`src/rtl/support_stage_controller.sv`:
```
// Round sequencer for the decoder: drives the shared stage bus through
// load -> (grow -> merge -> write-back)* -> result, ending on all-grown or iteration limit.
module support_stage_controller #(
  parameter int NUM_LINKS    = 16,
  parameter int STAGE_WIDTH  = 3,
  parameter int MERGE_CYCLES = 4,
  parameter int WB_CYCLES    = 3,
  parameter int MAX_ITER     = 15
) (
  input  logic                            clk,
  input  logic                            reset,
  input  logic                            start,
  input  logic                            load_done,
  input  logic [NUM_LINKS-1:0]            fully_grown_in,
  input  logic                            result_ack,
  output logic [STAGE_WIDTH-1:0]          global_stage,
  output logic                            result_valid,
  output logic                            timeout,
  output logic [$clog2(MAX_ITER+1)-1:0]   iter_count,
  output logic                            busy
);

  localparam int IW   = $clog2(MAX_ITER + 1);
  localparam int CMAX = (MERGE_CYCLES > WB_CYCLES) ? MERGE_CYCLES : WB_CYCLES;
  localparam int CW   = (CMAX > 1) ? $clog2(CMAX) : 1;

  localparam logic [STAGE_WIDTH-1:0] STAGE_IDLE                = STAGE_WIDTH'(0);
  localparam logic [STAGE_WIDTH-1:0] STAGE_MEASUREMENT_LOADING = STAGE_WIDTH'(1);
  localparam logic [STAGE_WIDTH-1:0] STAGE_GROW                = STAGE_WIDTH'(2);
  localparam logic [STAGE_WIDTH-1:0] STAGE_MERGE               = STAGE_WIDTH'(3);
  localparam logic [STAGE_WIDTH-1:0] STAGE_WRITE_TO_MEM        = STAGE_WIDTH'(4);
  localparam logic [STAGE_WIDTH-1:0] STAGE_RESULT_VALID        = STAGE_WIDTH'(5);

  localparam logic [IW-1:0] ITER_MAX = IW'(MAX_ITER);

  typedef enum logic [2:0] {
    S_IDLE   = 3'd0,
    S_LOAD   = 3'd1,
    S_GROW   = 3'd2,
    S_MERGE  = 3'd3,
    S_WB     = 3'd4,
    S_RESULT = 3'd5
  } state_t;

  state_t                   state_q, state_d;
  logic [CW-1:0]            cyc_q, cyc_d;
  logic [IW-1:0]            iter_q, iter_d;
  logic                     timeout_q, timeout_d;
  logic [STAGE_WIDTH-1:0]   stage_q, stage_d;
  logic                     result_valid_q, busy_q;
  logic                     all_grown_s;

  assign all_grown_s = &fully_grown_in;

  // Next-state, phase counter and round bookkeeping.
  always_comb begin
    state_d   = state_q;
    cyc_d     = cyc_q;
    iter_d    = iter_q;
    timeout_d = timeout_q;
    case (state_q)
      S_IDLE: begin
        if (start) begin
          state_d   = S_LOAD;
          iter_d    = '0;
          timeout_d = 1'b0;
        end else begin
          state_d = S_IDLE;
        end
      end
      S_LOAD: begin
        if (load_done) state_d = S_GROW;
        else           state_d = S_LOAD;
      end
      S_GROW: begin
        state_d = S_MERGE;
        cyc_d   = CW'(MERGE_CYCLES - 1);
      end
      S_MERGE: begin
        if (cyc_q == '0) begin
          state_d = S_WB;
          cyc_d   = CW'(WB_CYCLES - 1);
          if (iter_q != ITER_MAX) iter_d = iter_q + IW'(1);
          else                    iter_d = iter_q;
        end else begin
          cyc_d = cyc_q - CW'(1);
        end
      end
      S_WB: begin
        // Flags are only trusted in the final cycle; earlier ones predate this iteration.
        if (cyc_q != '0) begin
          cyc_d = cyc_q - CW'(1);
        end else if (all_grown_s) begin
          state_d   = S_RESULT;
          timeout_d = 1'b0;
        end else if (iter_q == ITER_MAX) begin
          state_d   = S_RESULT;
          timeout_d = 1'b1;
        end else begin
          state_d = S_GROW;
        end
      end
      S_RESULT: begin
        if (result_ack) state_d = S_IDLE;
        else            state_d = S_RESULT;
      end
      default: begin
        state_d = S_IDLE;
        cyc_d   = '0;
      end
    endcase
  end

  // Stage bus encoding of the upcoming state.
  always_comb begin
    case (state_d)
      S_IDLE:   stage_d = STAGE_IDLE;
      S_LOAD:   stage_d = STAGE_MEASUREMENT_LOADING;
      S_GROW:   stage_d = STAGE_GROW;
      S_MERGE:  stage_d = STAGE_MERGE;
      S_WB:     stage_d = STAGE_WRITE_TO_MEM;
      S_RESULT: stage_d = STAGE_RESULT_VALID;
      default:  stage_d = STAGE_IDLE;
    endcase
  end

  // State and registered outputs.
  always_ff @(posedge clk or negedge reset) begin
    if (!reset) begin
      state_q        <= S_IDLE;
      cyc_q          <= '0;
      iter_q         <= '0;
      timeout_q      <= 1'b0;
      stage_q        <= STAGE_IDLE;
      result_valid_q <= 1'b0;
      busy_q         <= 1'b0;
    end else begin
      state_q        <= state_d;
      cyc_q          <= cyc_d;
      iter_q         <= iter_d;
      timeout_q      <= timeout_d;
      stage_q        <= stage_d;
      result_valid_q <= (state_d == S_RESULT);
      busy_q         <= (state_d != S_IDLE);
    end
  end

  assign global_stage = stage_q;
  assign result_valid = result_valid_q;
  assign timeout      = timeout_q;
  assign iter_count   = iter_q;
  assign busy         = busy_q;

endmodule

```
`config.mk`:
```
export PLATFORM = sky130hd
export DESIGN_NAME = support_stage_controller
export DESIGN_NICKNAME = d
export VERILOG_FILES = /design/src/rtl/support_stage_controller.sv
export SDC_FILE = /design/constraint.sdc
export NUM_CORES = 1
export LEC_CHECK = 0
export CAP_MARGIN = 20
export CORE_MARGIN = 4
export CORE_UTILIZATION = 45
export CTS_CLUSTER_SIZE = 24
export DETAILED_ROUTE_END_ITERATION = 8
export PLACE_DENSITY_LB_ADDON = 0.2
export SETUP_SLACK_MARGIN = 0.02
export SYNTH_ARGS = -nofsm -noshare
export SYNTH_HDL_FRONTEND = slang
export SYNTH_SLANG_ARGS = --single-unit
```
`constraint.sdc`:
```
create_clock -name clk -period 4.69 [get_ports clk]
set_clock_uncertainty 0.15 [all_clocks]
set_input_delay 1.407 -clock clk [delete_from_list [all_inputs] [get_ports clk]]
set_output_delay 1.407 -clock clk [all_outputs]
set_load 0.03 [all_outputs]
```
==> impl_metrics.env, run 1 <==
export IMPL_nNetsFinal=145
export IMPL_core_um2=1780
export IMPL_postCtsSetupBuffers=0
export IMPL_fin_crit_ps=3000
export IMPL_port_buffers=30
export IMPL_synth_top_area_frac=0.428
export IMPL_cts_buffer_depth=2
export IMPL_ys_ff_latch=15
export IMPL_totalWireLength_um=1970
export IMPL_place_inst=141
export IMPL_seq_area_frac_synth=0.428
export IMPL_grt_pass1_vias=825
export IMPL_syn_inst=91
export IMPL_clkLatencyLatePin_ps=280
export IMPL_fillerInstances=144
export IMPL_slowest_stage="clkdlybuf4s50_1"
export IMPL_drv_cap=0
export IMPL_tightest_slew_ps=660
export IMPL_grt_setup_unrepaired="no"
export IMPL_final_cells=145
export IMPL_clkTransAtPathRegs_ps=80
export IMPL_final_common_cell="clkdlybuf4s50_1"
export IMPL_fmax_mhz=333
export IMPL_cts_sinks=15
export IMPL_postCtsHoldBufs=0
export IMPL_path_buf_inv=1
export IMPL_drtAntennaViolNets=0
export IMPL_avgSynthCellArea_um2=9.64
export IMPL_clock_root_buffer="clkbuf_4"
export IMPL_critPathKind="flip-flop to primary output"
export IMPL_layout_common_cells="30 x clkdlybuf4s50_1, 15 x dfrtp_1, 7 x nor2_1"
export IMPL_synth_cell_types=35
export IMPL_cts_resized=0
export IMPL_dr_total_vias=829
export IMPL_dp_hpwl_um=1570
export IMPL_fin_area_um2=1210
export IMPL_yosysTopAreaCell="dfrtp_1"
export IMPL_io_pins=31
export IMPL_p_leak_nw=0.512
export IMPL_cts_buffers=3
export IMPL_worstReg2RegEnd="cyc_q[1]"
export IMPL_die_x_um=52.2
export IMPL_area_growth_pct=37.8
export IMPL_power_mw=0.691
export IMPL_drive_gt1_frac=0.0417
export IMPL_ys_warn_count=0
export IMPL_fin_tns_setup_ps=0
export IMPL_start_kind="flip-flop"
export IMPL_cp_end_kind="primary output"
export IMPL_hold_path_class="flip-flop to flip-flop"
export IMPL_wire_per_inst_um=13.6
export IMPL_hold_viol_final=0
export IMPL_holdPathEnd="cyc_q[0]"
export IMPL_crit_path_cell_trace="clkdlybuf4s50_1"
export IMPL_hold_worst_slack_ps=338
export IMPL_grt_total_usage=0.171
export IMPL_drt_pass1_iter_count=4
export IMPL_drt_iter0_drc=5
export IMPL_synth_area_um2=877
export IMPL_max_stage_delay_ps=710
export IMPL_synth_area_leaders="dfrtp_1 43%, ha_1 4.3%, nand4_1 3.6%"
export IMPL_drc_errors=0
export IMPL_overflow=0
export IMPL_crit_arrival_ps=1440
export IMPL_reg2reg_slack_ps=2890
export IMPL_crit_required_ps=3130
export IMPL_fin_util=0.678
export IMPL_h_tree_depth=1
export IMPL_grt_pass1_wl_um=3400
export IMPL_status="finished, final reports clean"
export IMPL_finalSetupViolCount=0
export IMPL_cp_max_fo=6
export IMPL_ff2ff_path_depth=5
export IMPL_r2r_start="cyc_q[0]"
export IMPL_min_period_over_period=0.639
export IMPL_max_slew_margin=0.559
export IMPL_antenna_found_initial=0
export IMPL_hold_path_startpoint="cyc_q[0]"
export IMPL_power_density_nw_per_um2=571
export IMPL_hold_path_depth=1
export IMPL_cts_tree="yes"
export IMPL_place_ws_ps=1710
export IMPL_diodes=0
export IMPL_syn_nets=115
export IMPL_postPlaceCellArea_um2=1180
export IMPL_grt_max_degree=17
export IMPL_dieArea_um2=2720
export IMPL_peakVddDrop_v=0.000296
export IMPL_fin_ws_ps=1690
export IMPL_cp_top_family="buffers and inverters"
export IMPL_viasPerCell=5.72
export IMPL_die_h_um=52.2
export IMPL_gp_congestion=0.718
export IMPL_rows=15
export IMPL_initial_core_util=0.492
export IMPL_slew_violations=0
-- final cells by class --
| type | count | area, um2 | area share |
|---|---|---|---|
| repair buffers | 30 | 300 | 0.248 |
| flip-flops and latches | 15 | 375 | 0.311 |
| inverters | 5 | 18.8 | 0.0155 |
| well taps | 25 | 31.3 | 0.0259 |
| clock buffers | 4 | 26.3 | 0.0217 |
| multi-input cells | 66 | 457 | 0.378 |
-- Yosys cell counts --
master     count
dfrtp_1       15
nor2_1         7
inv_1          5
nand3_1        5
nand4_1        5
a21oi_1        4
nand2_1        4
o21ai_0        4
buf_2          3
ha_1           3
nor3_1         3
nor3b_1        3
a21o_1         2
a22o_1         2
a31oi_1        2
and3b_1        2
nand2b_1       2
o21bai_1       2
o31ai_1        2
a211oi_1       1
a221oi_1       1
a311o_1        1
a32o_1         1
and3_1         1
buf_4          1
clkbuf_1       1
nand4bb_1      1
nor2b_1        1
nor4_1         1
nor4_4         1
nor4b_4        1
o21a_1         1
o21ai_1        1
o22ai_1        1
xor2_1         1
-- metal layers --
metal  track usage  vias to the layer above  share of wire
met4        0.0809                        0          0.015
met2         0.316                       35           0.49
met1         0.180                      388           0.41
met3        0.0401                        2          0.083
met5             0                        -              0
li1              -                      404              -
-- kinds of logic (layout without fill, tap and decap cells) --
group                    count (synthesis)  after routing  share of synthesized area
flip-flops                              15             15                      0.428
buffers and inverters                   10             39                     0.0514
AND/OR/NAND/NOR                         37             37                      0.274
adder cells (fa/ha/maj)                  3              3                     0.0428
AO/OA/AOI/OAI                           25             25                      0.194
XOR/XNOR                                 1              1                    0.00999
-- worst max-delay path by stage --
stage                             startpoint       endpoint  slack [ps]  depth (start not counted)
after global routing           iter_count[0]  iter_count[0]        1650                          1
final                          iter_count[0]  iter_count[0]        1690                          1
after CTS                      iter_count[0]  iter_count[0]        1680                          1
after global placement    fully_grown_in[14]        timeout        1770                          5
after detailed placement  fully_grown_in[12]        timeout        1710                          5
after floorplan           fully_grown_in[14]        timeout        2250                          4
-- power breakdown --
group | internal, mW | switching (mW) | leakage [nW] | total (mW)
registers | 0.184 | 0.0767 | 0.181 | 0.260
clock network | 0.0330 | 0.0392 | 0.0150 | 0.0722
logic | 0.173 | 0.184 | 0.315 | 0.358
total | 0.390 | 0.300 | 0.512 | 0.691
-- registers in the layout (all words and copies together) (netlist names) --
register,cells
cyc_q,2
state_q,3
result_valid,1
timeout,1
busy,1
global_stage,3
iter_count,4
Power figures use the tool's default switching activity.
==> run 2, diff against run 1 <==
--- a/config.mk
+++ b/config.mk
@@ -7,7 +7,7 @@
 export LEC_CHECK = 0
 export CAP_MARGIN = 20
 export CORE_MARGIN = 4
-export CORE_UTILIZATION = 45
+export CORE_UTILIZATION = 39
 export CTS_CLUSTER_SIZE = 24
 export DETAILED_ROUTE_END_ITERATION = 8
 export PLACE_DENSITY_LB_ADDON = 0.2
==> constraint.sdc (replaced) <==
create_clock -name clk -period 2.55 [get_ports clk]
set_clock_uncertainty 0.15 [all_clocks]
set_input_delay 0.765 -clock clk [delete_from_list [all_inputs] [get_ports clk]]
set_output_delay 0.765 -clock clk [all_outputs]
set_load 0.03 [all_outputs]
==> impl_metrics.env, run 2 (synthesis gave the netlist of run 1 again) <==
export IMPL_clkLatencyLatePin_ps=280
export IMPL_fin_ws_ps=198
export IMPL_viasPerCell=5.38
export IMPL_drc_errors=0
export IMPL_peakVddDrop_v=0.000527
export IMPL_rows=16
export IMPL_slowest_stage="clkdlybuf4s50_1"
export IMPL_max_stage_delay_ps=700
export IMPL_clkTransAtPathRegs_ps=100
export IMPL_comb_power_share=0.516
export IMPL_fin_crit_ps=2350
export IMPL_worstReg2RegEnd="cyc_q[1]"
export IMPL_gp_congestion=0.795
export IMPL_h_tree_depth=1
export IMPL_cts_tree="yes"
export IMPL_grt_setup_unrepaired="no"
export IMPL_drive_gt1_frac=0.0496
export IMPL_min_period_over_period=0.922
export IMPL_totalWireLength_um=1890
export IMPL_diodes=0
export IMPL_hold_path_depth=1
export IMPL_nNetsFinal=146
export IMPL_cp_top_family="buffers and inverters"
export IMPL_cp_max_fo=6
export IMPL_crit_path_cell_trace="clkdlybuf4s50_1"
export IMPL_clock_root_buffer="clkbuf_4"
export IMPL_crit_required_ps=1640
export IMPL_power_density_nw_per_um2=1040
export IMPL_p_leak_nw=0.516
export IMPL_fillerInstances=195
export IMPL_crit_arrival_ps=1440
export IMPL_dieArea_um2=3070
export IMPL_tightest_slew_ps=496
export IMPL_wire_per_inst_um=12.8
export IMPL_r2r_start="cyc_q[0]"
export IMPL_fmax_mhz=425
export IMPL_io_pins=31
export IMPL_overflow=0
export IMPL_hold_path_class="flip-flop to flip-flop"
export IMPL_drtAntennaViolNets=0
export IMPL_cts_resized=0
export IMPL_p_sw_frac=0.432
export IMPL_fin_tns_setup_ps=0
export IMPL_place_ws_ps=229
export IMPL_critPathKind="flip-flop to primary output"
export IMPL_reg2reg_slack_ps=730
export IMPL_power_switching_mw=0.545
export IMPL_dr_total_vias=796
export IMPL_die_h_um=55.4
export IMPL_cts_buffer_depth=2
export IMPL_clkPwrFrac=0.105
export IMPL_power_mw=1.26
export IMPL_postCtsSetupBuffers=0
export IMPL_drt_pass1_iter_count=3
export IMPL_die_x_um=55.4
export IMPL_seq_power_share=0.379
export IMPL_hold_path_startpoint="cyc_q[0]"
export IMPL_cts_buffers=3
export IMPL_slew_violations=0
export IMPL_largest_register_ffs=4
export IMPL_holdPathEnd="cyc_q[0]"
export IMPL_port_buffers=30
export IMPL_grt_pass1_wl_um=3460
export IMPL_final_common_cell="clkdlybuf4s50_1"
export IMPL_cts_sinks=15
export IMPL_hold_viol_final=0
export IMPL_drv_cap=0
export IMPL_ff2ff_path_depth=5
export IMPL_area_growth_pct=38.9
export IMPL_layout_common_cells="30 x clkdlybuf4s50_1, 15 x dfrtp_1, 7 x nor2_1"
export IMPL_postCtsHoldBufs=0
export IMPL_grt_pass1_vias=821
export IMPL_dp_hpwl_um=1490
export IMPL_cp_end_kind="primary output"
export IMPL_initial_core_util=0.430
export IMPL_max_slew_margin=0.669
export IMPL_path_buf_inv=1
export IMPL_grt_max_degree=17
export IMPL_intPower_mw=0.717
export IMPL_finalSetupViolCount=0
export IMPL_status="finished, final reports clean"
export IMPL_drt_iter0_drc=7
export IMPL_start_kind="flip-flop"
export IMPL_grt_total_usage=0.139
export IMPL_core_um2=2040
export IMPL_antenna_found_initial=0
[run 2: cell count changes in the layout (fill, tap and decap cells not counted)]
cell | before | now
buf_4 | 0 | 1
[run 2: layout make-up]
class / count / area (um2) / area share
Multi-Input combinational cell: 66 / 457 / 0.375
Sequential cell: 15 / 375 / 0.308
Clock buffer: 4 / 26.3 / 0.0216
Tap cell: 27 / 33.8 / 0.0277
Timing Repair Buffer: 31 / 308 / 0.253
Inverter: 5 / 18.8 / 0.0154
[run 2: how the worst max path moves through the flow]
stage | start | to | slack, ps | depth (start not counted)
after floorplan | fully_grown_in[14] | timeout | 750 | 4
after global placement | fully_grown_in[8] | timeout | 260 | 5
after detailed placement | fully_grown_in[14] | timeout | 230 | 5
after CTS | iter_count[0] | iter_count[0] | 180 | 1
after global routing | iter_count[0] | iter_count[0] | 120 | 1
final | iter_count[0] | iter_count[0] | 200 | 1
[run 2: metrics by stage]
stage	hold WS, ps	instances	util	instance area, um2
final	332	148	0.597	1220
after global routing	376	148	0.597	1220
after CTS	336	148	0.597	1220
after detailed placement	323	144	0.584	1190
after global placement	314	144	0.584	1190
after floorplan	294	91	-	877
[run 2: power by group through the flow]
stage                     sequential (mW)  clock [mW]  combinational [mW]
after floorplan                     0.545           0               0.382
after global placement              0.478           0               0.643
after detailed placement            0.484           0               0.659
after CTS                           0.479       0.137               0.662
after global routing                0.506       0.151               0.723
final                               0.478       0.133               0.652
[run 2: per-layer routing]
metal  GRT usage  share of wire
met1       0.182           0.48
met2       0.209           0.44
met3      0.0420          0.078
met4      0.0625         0.0079
met5           0              0
==> run 3, diff against run 2 <==
--- a/config.mk
+++ b/config.mk
@@ -15,3 +15,4 @@
 export SYNTH_ARGS = -nofsm -noshare
 export SYNTH_HDL_FRONTEND = slang
 export SYNTH_SLANG_ARGS = --single-unit
+export TNS_END_PERCENT = 30
==> results of run 3 <==
No change in the layout: final DEF, timing and power equal those of run 2.
